===== config.mk =====
export PLATFORM = sky130hd
export DESIGN_NAME = essential_bit_scheduler_flat
export DESIGN_NICKNAME = d
export VERILOG_FILES = /design/src/rtl/essential_bit_scheduler_if.sv /design/src/rtl/essential_bit_scheduler.sv /design/src/flat_wrapper.sv
export SDC_FILE = /design/constraint.sdc
export NUM_CORES = 1
export LEC_CHECK = 0
export ABC_AREA = 1
export ABC_CLOCK_PERIOD_IN_PS = 1800
export BUFFER_PORTS_ARGS = -buffer_cell sky130_fd_sc_hd__buf_2
export CAP_MARGIN = 30
export CORE_ASPECT_RATIO = 2
export CORE_MARGIN = 2
export CORE_UTILIZATION = 49
export DETAILED_ROUTE_END_ITERATION = 7
export PLACE_DENSITY = 0.83
export SYNTH_ARGS = -nofsm -noshare
export SYNTH_HDL_FRONTEND = slang
export SYNTH_SLANG_ARGS = --single-unit

===== constraint.sdc =====
create_clock -name clk -period 1.8 [get_ports clk]
set_input_delay 0.36 -clock clk [delete_from_list [all_inputs] [get_ports clk]]
set_output_delay 0.36 -clock clk [all_outputs]
set_load 0.01 [all_outputs]

===== src/rtl/essential_bit_scheduler_if.sv =====
// Operand-in / beat-out handshake bundle for the essential-bit scheduler.
// master: operand fetch + shift-add lane side; slave: the scheduler itself.
interface essential_bit_scheduler_if #(
  parameter int W    = 16,
  parameter int IDXW = $clog2(W)
);
  logic            in_valid;
  logic            in_ready;
  logic [W-1:0]    in_mask;
  logic            in_sign;
  logic            out_valid;
  logic            out_ready;
  logic [IDXW-1:0] out_idx;
  logic            out_sign;
  logic            out_last;
  logic            out_zero;
  logic            out_trunc;

  modport master (
    output in_valid, in_mask, in_sign, out_ready,
    input  in_ready, out_valid, out_idx, out_sign, out_last, out_zero, out_trunc
  );

  modport slave (
    input  in_valid, in_mask, in_sign, out_ready,
    output in_ready, out_valid, out_idx, out_sign, out_last, out_zero, out_trunc
  );
endinterface


===== src/rtl/essential_bit_scheduler.sv =====
// Essential-bit scheduler: walks the set bits of an operand mask MSB first,
// emitting one leading-one index per beat to the bit-serial shift-add lane.
// A term budget caps the beats per operand; an all-zero mask gives one dummy beat.
// The next operand may be loaded in the last-beat cycle, so there is no bubble.
module essential_bit_scheduler #(
  parameter int W         = 16,
  parameter int IDXW      = $clog2(W),
  parameter int MAX_TERMS = 16
) (
  input  logic                       clk,
  input  logic                       reset,
  essential_bit_scheduler_if.slave   bus,
  output logic                       busy
);

  localparam int CW = $clog2(MAX_TERMS + 1);

  typedef enum logic {IDLE, RUN} state_t;

  state_t          state;
  logic [W-1:0]    residual;
  logic [W-1:0]    lead;
  logic [W-1:0]    residual_clr;
  logic [CW-1:0]   count;
  logic            sign_q;
  logic [IDXW-1:0] lz;
  logic            run;
  logic            at_budget;
  logic            last;
  logic            fire;
  logic            accept;

  // Leading-one encoder: the highest set bit wins because it is visited last.
  always_comb begin
    lz   = '0;
    lead = '0;
    for (int i = 0; i < W; i++) begin
      if (residual[i]) begin
        lz      = IDXW'(W - 1 - i);
        lead    = '0;
        lead[i] = 1'b1;
      end
    end
  end

  assign residual_clr = residual & ~lead;
  assign run          = (state == RUN) && !reset;
  assign at_budget    = (count == CW'(MAX_TERMS - 1));
  assign last         = (residual == '0) || (residual_clr == '0) || at_budget;

  assign bus.out_valid = run;
  assign bus.out_idx   = run ? lz : '0;
  assign bus.out_sign  = run && sign_q;
  assign bus.out_last  = run && last;
  assign bus.out_zero  = run && (residual == '0);
  assign bus.out_trunc = run && at_budget && (residual_clr != '0);

  // The last beat being taken frees the scheduler in the same cycle.
  assign bus.in_ready = !reset &&
                        ((state == IDLE) || ((state == RUN) && last && bus.out_ready));

  assign fire   = run && bus.out_ready;
  assign accept = bus.in_valid && bus.in_ready;
  assign busy   = (state == RUN);

  // Operand load, per-beat residual clearing and term counting.
  always_ff @(posedge clk) begin
    if (reset) begin
      state    <= IDLE;
      residual <= '0;
      count    <= '0;
      sign_q   <= 1'b0;
    end else begin
      case (state)
        IDLE: begin
          if (accept) begin
            residual <= bus.in_mask;
            sign_q   <= bus.in_sign;
            count    <= '0;
            state    <= RUN;
          end
        end
        RUN: begin
          if (fire) begin
            if (last) begin
              if (accept) begin
                residual <= bus.in_mask;
                sign_q   <= bus.in_sign;
                count    <= '0;
              end else begin
                residual <= '0;
                count    <= '0;
                state    <= IDLE;
              end
            end else begin
              residual <= residual_clr;
              count    <= count + 1'b1;
            end
          end
        end
        default: state <= IDLE;
      endcase
    end
  end

endmodule


===== src/flat_wrapper.sv =====
// flat-port wrapper written by rule: the top's interface ports become plain ports
module essential_bit_scheduler_flat 
#(
  parameter int W         = 16,
  parameter int IDXW      = $clog2(W),
  parameter int MAX_TERMS = 16
)
  (clk, reset, busy, bus_in_valid, bus_in_mask, bus_in_sign, bus_out_ready, bus_in_ready, bus_out_valid, bus_out_idx, bus_out_sign, bus_out_last, bus_out_zero, bus_out_trunc);
  essential_bit_scheduler_if #(.W(W), .IDXW(IDXW)) bus_i ();
  input  logic clk;
  input  logic reset;
  output logic busy;
  input wire logic [$bits(bus_i.in_valid)-1:0] bus_in_valid;
  input wire logic [$bits(bus_i.in_mask)-1:0] bus_in_mask;
  input wire logic [$bits(bus_i.in_sign)-1:0] bus_in_sign;
  input wire logic [$bits(bus_i.out_ready)-1:0] bus_out_ready;
  output wire logic [$bits(bus_i.in_ready)-1:0] bus_in_ready;
  output wire logic [$bits(bus_i.out_valid)-1:0] bus_out_valid;
  output wire logic [$bits(bus_i.out_idx)-1:0] bus_out_idx;
  output wire logic [$bits(bus_i.out_sign)-1:0] bus_out_sign;
  output wire logic [$bits(bus_i.out_last)-1:0] bus_out_last;
  output wire logic [$bits(bus_i.out_zero)-1:0] bus_out_zero;
  output wire logic [$bits(bus_i.out_trunc)-1:0] bus_out_trunc;
  assign bus_i.in_valid = bus_in_valid;
  assign bus_i.in_mask = bus_in_mask;
  assign bus_i.in_sign = bus_in_sign;
  assign bus_i.out_ready = bus_out_ready;
  assign bus_in_ready = bus_i.in_ready;
  assign bus_out_valid = bus_i.out_valid;
  assign bus_out_idx = bus_i.out_idx;
  assign bus_out_sign = bus_i.out_sign;
  assign bus_out_last = bus_i.out_last;
  assign bus_out_zero = bus_i.out_zero;
  assign bus_out_trunc = bus_i.out_trunc;
  essential_bit_scheduler #(.W(W), .IDXW(IDXW), .MAX_TERMS(MAX_TERMS)) u_core (.clk(clk), .reset(reset), .bus(bus_i), .busy(busy));
endmodule

==> summary.md <==
| Metric | Value |
|---|---|
| Status | `finished, violations left` |
| Violated checks | `setup timing` |
| Max Clock Freq | `0.411 GHz` |
| Root buf cell | `clkbuf_8` |
| Mux share of post-synthesis cell area | `0%` |
| Peak VDD IR | `0.000669 V` |
| CTS tree | `yes` |
| Vias per Instance | `5.91` |
| Period Utilization, post-route | `135%` |
| Worst Hold Slack | `0.309 ns` |
| P_int | `1.37 mW` |
| Post-Synth Adder-Cell Area | `1.56%` |
| Detail Placement HPWL | `3.77 mm` |
| GP Congestion | `1.06` |
| Layout cells sized above 1 | `51.8%` |
| Worst Path Required | `1.44 ns` |
| Clock buffer depth | `2` |
| Worst hold start | `bus_in_mask[1]` |
| Number of flops mapped to enable cells by yosys | `0` |
| Grt total ovfl | `0` |
| Critical-path maximum fanout | `5` |
| Switching Share | `46.2%` |
| Worst-skew pair later-pin latency | `0.28 ns` |
| # rows | `29` |
| I/O Buffers | `31` |
| First-pass iteration count of the detailed router | `5` |
| Post-synthesis cell type count | `31` |
| #FFs+latches synth | `23` |
| Global-route usage over all layers | `31.9%` |
| Worst-Margin Slew | `0.446 ns` |
| Most used flip-flop cell after synthesis | `dfxtp_1` |
| Initial antenna violation count | `0` |
| Syn Area/Cell | `6.26 µm²` |
| Setup crit end kind | `primary output` |
| Min cycle time layout | `2.43 ns` |
| Syn-to-layout area delta | `52.6%` |
| H-tree depth | `1` |
| DRC | `0` |
| Via Count | `2,120` |
| Reg power frac | `25.4%` |
| Fin. max-slew vios | `0` |
| Initial Util | `50.8%` |
| Chip Height | `84.9 µm` |
| WL/cell | `17.7 µm` |
| # Max-Cap Violations | `0` |
| Worst Setup Start Kind | `register` |
| Vias in the first global route | `2,090` |
| Hold WC Path Type | `in2reg` |
| Post-DRT Antenna Nets | `0` |
| Reg2reg path depth | `14` |
| Normalized max-slew margin | `70.3%` |
| CTS Buf Count | `3` |
| Leak | `1.22 nW` |
| Hold Fails Final Rpt | `0` |
| Reg2Reg Launch Point | `u_core.residual[13]` |
| Most frequent cells in the layout | `inv_1 (36), buf_4 (35), nand2_1 (30), buf_2 (30), o21ai_0 (27)` |
| Final Cell Area | `2450 µm²` |
| NetSw | `1.18 mW` |
| Clock Skew | `0.00926 ns` |
| Post-Synth XOR/XNOR Area | `0.546%` |
| Post-synthesis async set-or-reset flop share | `0%` |
| Core ar. | `3160 µm²` |
| Largest family of logic cells by synthesized area | `simple AND/OR/NAND/NOR gates` |
| Seq/Total Area, Yosys | `28.7%` |
| Post-Synthesis Cells | `256` |
| Post-Synth Simple-Gate Area | `35.8%` |
| Post-place instance area | `1980 µm²` |
| Clock sink count | `23` |
| Pwr dens | `1040 nW/µm²` |
| RSZ-0062 raised after global routing | `yes` |
| Commonest non-fill, non-tap cell in the layout | `inv_1` |
| Worst Setup Path Type | `reg2out` |
| Gate power share | `60.9%` |
| Hold EP | `u_core.residual[1]` |
| Largest net degree at the start of global routing | `18` |
| Reg clk slew, reported paths | `0.09 ns` |
| Clock network fraction of total power | `13.7%` |
| Die W | `44.4 µm` |
| R2R setup slack | `-0.42 ns` |
| Synth Area in Compound Gates | `21.2%` |
| Worst EP arrival | `2.07 ns` |
| Routed WL | `6.35 mm` |
| RR Endpoint | `u_core.residual[6]` |
| Synthesis Warnings | `0` |
| Cts hold-fix bufs | `0` |
| Antenna Cells | `0` |
| Mapped Area | `1600 µm²` |
| I/O pin count | `32` |
| Die area | `3770 µm²` |
| Final worst-path setup slack | `-0.634 ns` |
| # nets final | `352` |
| Iteration-0 DRC Markers | `97` |
| First-pass GRT wire length | `9.03 mm` |
| Final setup violation count | `31` |
| Synthesized Nets | `279` |
| Hold Path Cell Cnt | `3` |
## flip-flops by register name (all words and copies together), names as in the netlist
name	count
u_core.sign_q	1
u_core.residual	16
u_core.busy	1
u_core.count	5
## cell families after synthesis
group,after synthesis
DFF,23
xor gates and xnor gates,1
and+or+nand+nor,121
AOI/OAI and AO/OA,60
buffers and inverters,49
adders and majority gates,2
## synth_stat cells (4+ instances only)
cell,n,area share [%]
inv_1,40,9.4
nor2_2,4,1.6
nand2_1,57,13
a21oi_1,15,4.7
nor3_1,7,2.2
nand3_1,10,3.1
nand2_2,4,1.6
a21oi_2,8,4.4
dfxtp_1,23,29
o21ai_0,31,9.7
nor2_1,26,6.1
## timing repair
action	CTS	global route
pin swaps	22	12
setup endpoints to repair	29	31
setup buffers	8	6
resized for setup	51	47
cloned	1	0
## final cells by class
class,count,area (µm²)
Sequential cell,23,475
Inverter,43,161
Clock buffer,4,45.0
Multi-Input combinational cell,185,1220
Timing Repair Buffer,73,507
Fill cell,227,711
Tap cell,31,38.8
## critical path: stages (launching register included)
cell	delay (ns)
dfxtp_2	0.35
nor2_4	0.27
nand3_4	0.14
nor2_2	0.15
nand2_1	0.07
nand2_1	0.09
nand2_1	0.07
nor2_2	0.11
nand3_2	0.13
nand2_1	0.11
inv_1	0.05
nor2_1	0.10
buf_2	0.15
## metrics by stage
step | total power [mW] | worst slack, ns | TNS, ns | cells | util, %
final | 2.55 | -0.634 | -10.96 | 359 | 77.5
after global placement | 1.67 | -0.208 | -2.43 | 341 | 62.8
after CTS | 2.25 | -0.422 | -6.52 | 354 | 71.7
after detailed placement | 1.69 | -0.255 | -4.33 | 341 | 62.8
after floorplan | 1.30 | 0.0669 | 0 | 256 | -
after global routing | 2.67 | -0.742 | -13.94 | 359 | 77.5
## worst max path at each step
stage                        start            endpoint  slack [ns]  depth (start not counted)
4_1_cts        u_core.residual[15]        bus_out_last       -0.42                         12
6_report       u_core.residual[13]        bus_out_last       -0.63                         12
3_5_place_dp    u_core.residual[8]        bus_in_ready       -0.25                         12
3_3_place_gp    u_core.residual[8]        bus_in_ready       -0.21                         12
2_1_floorplan          u_core.busy  u_core.residual[1]        0.07                         10
5_1_grt        u_core.residual[10]        bus_out_last       -0.74                         12
## routing by layer
metal | global-route usage, % | routed length, µm
met2 | 57.8 | 3430
met1 | 32.5 | 2070
met3 | 3.40 | 451
met4 | 20.1 | 408
met5 | 0 | 0
## power groups by stage
stage,clock (mW),combinational [mW],sequential (mW)
after floorplan,0,0.643,0.660
after global placement,0,1.03,0.639
after detailed placement,0,1.04,0.643
after CTS,0.340,1.27,0.640
after global routing,0.371,1.65,0.654
final,0.350,1.55,0.648
Note: power is estimated with default switching activity, not from simulation.
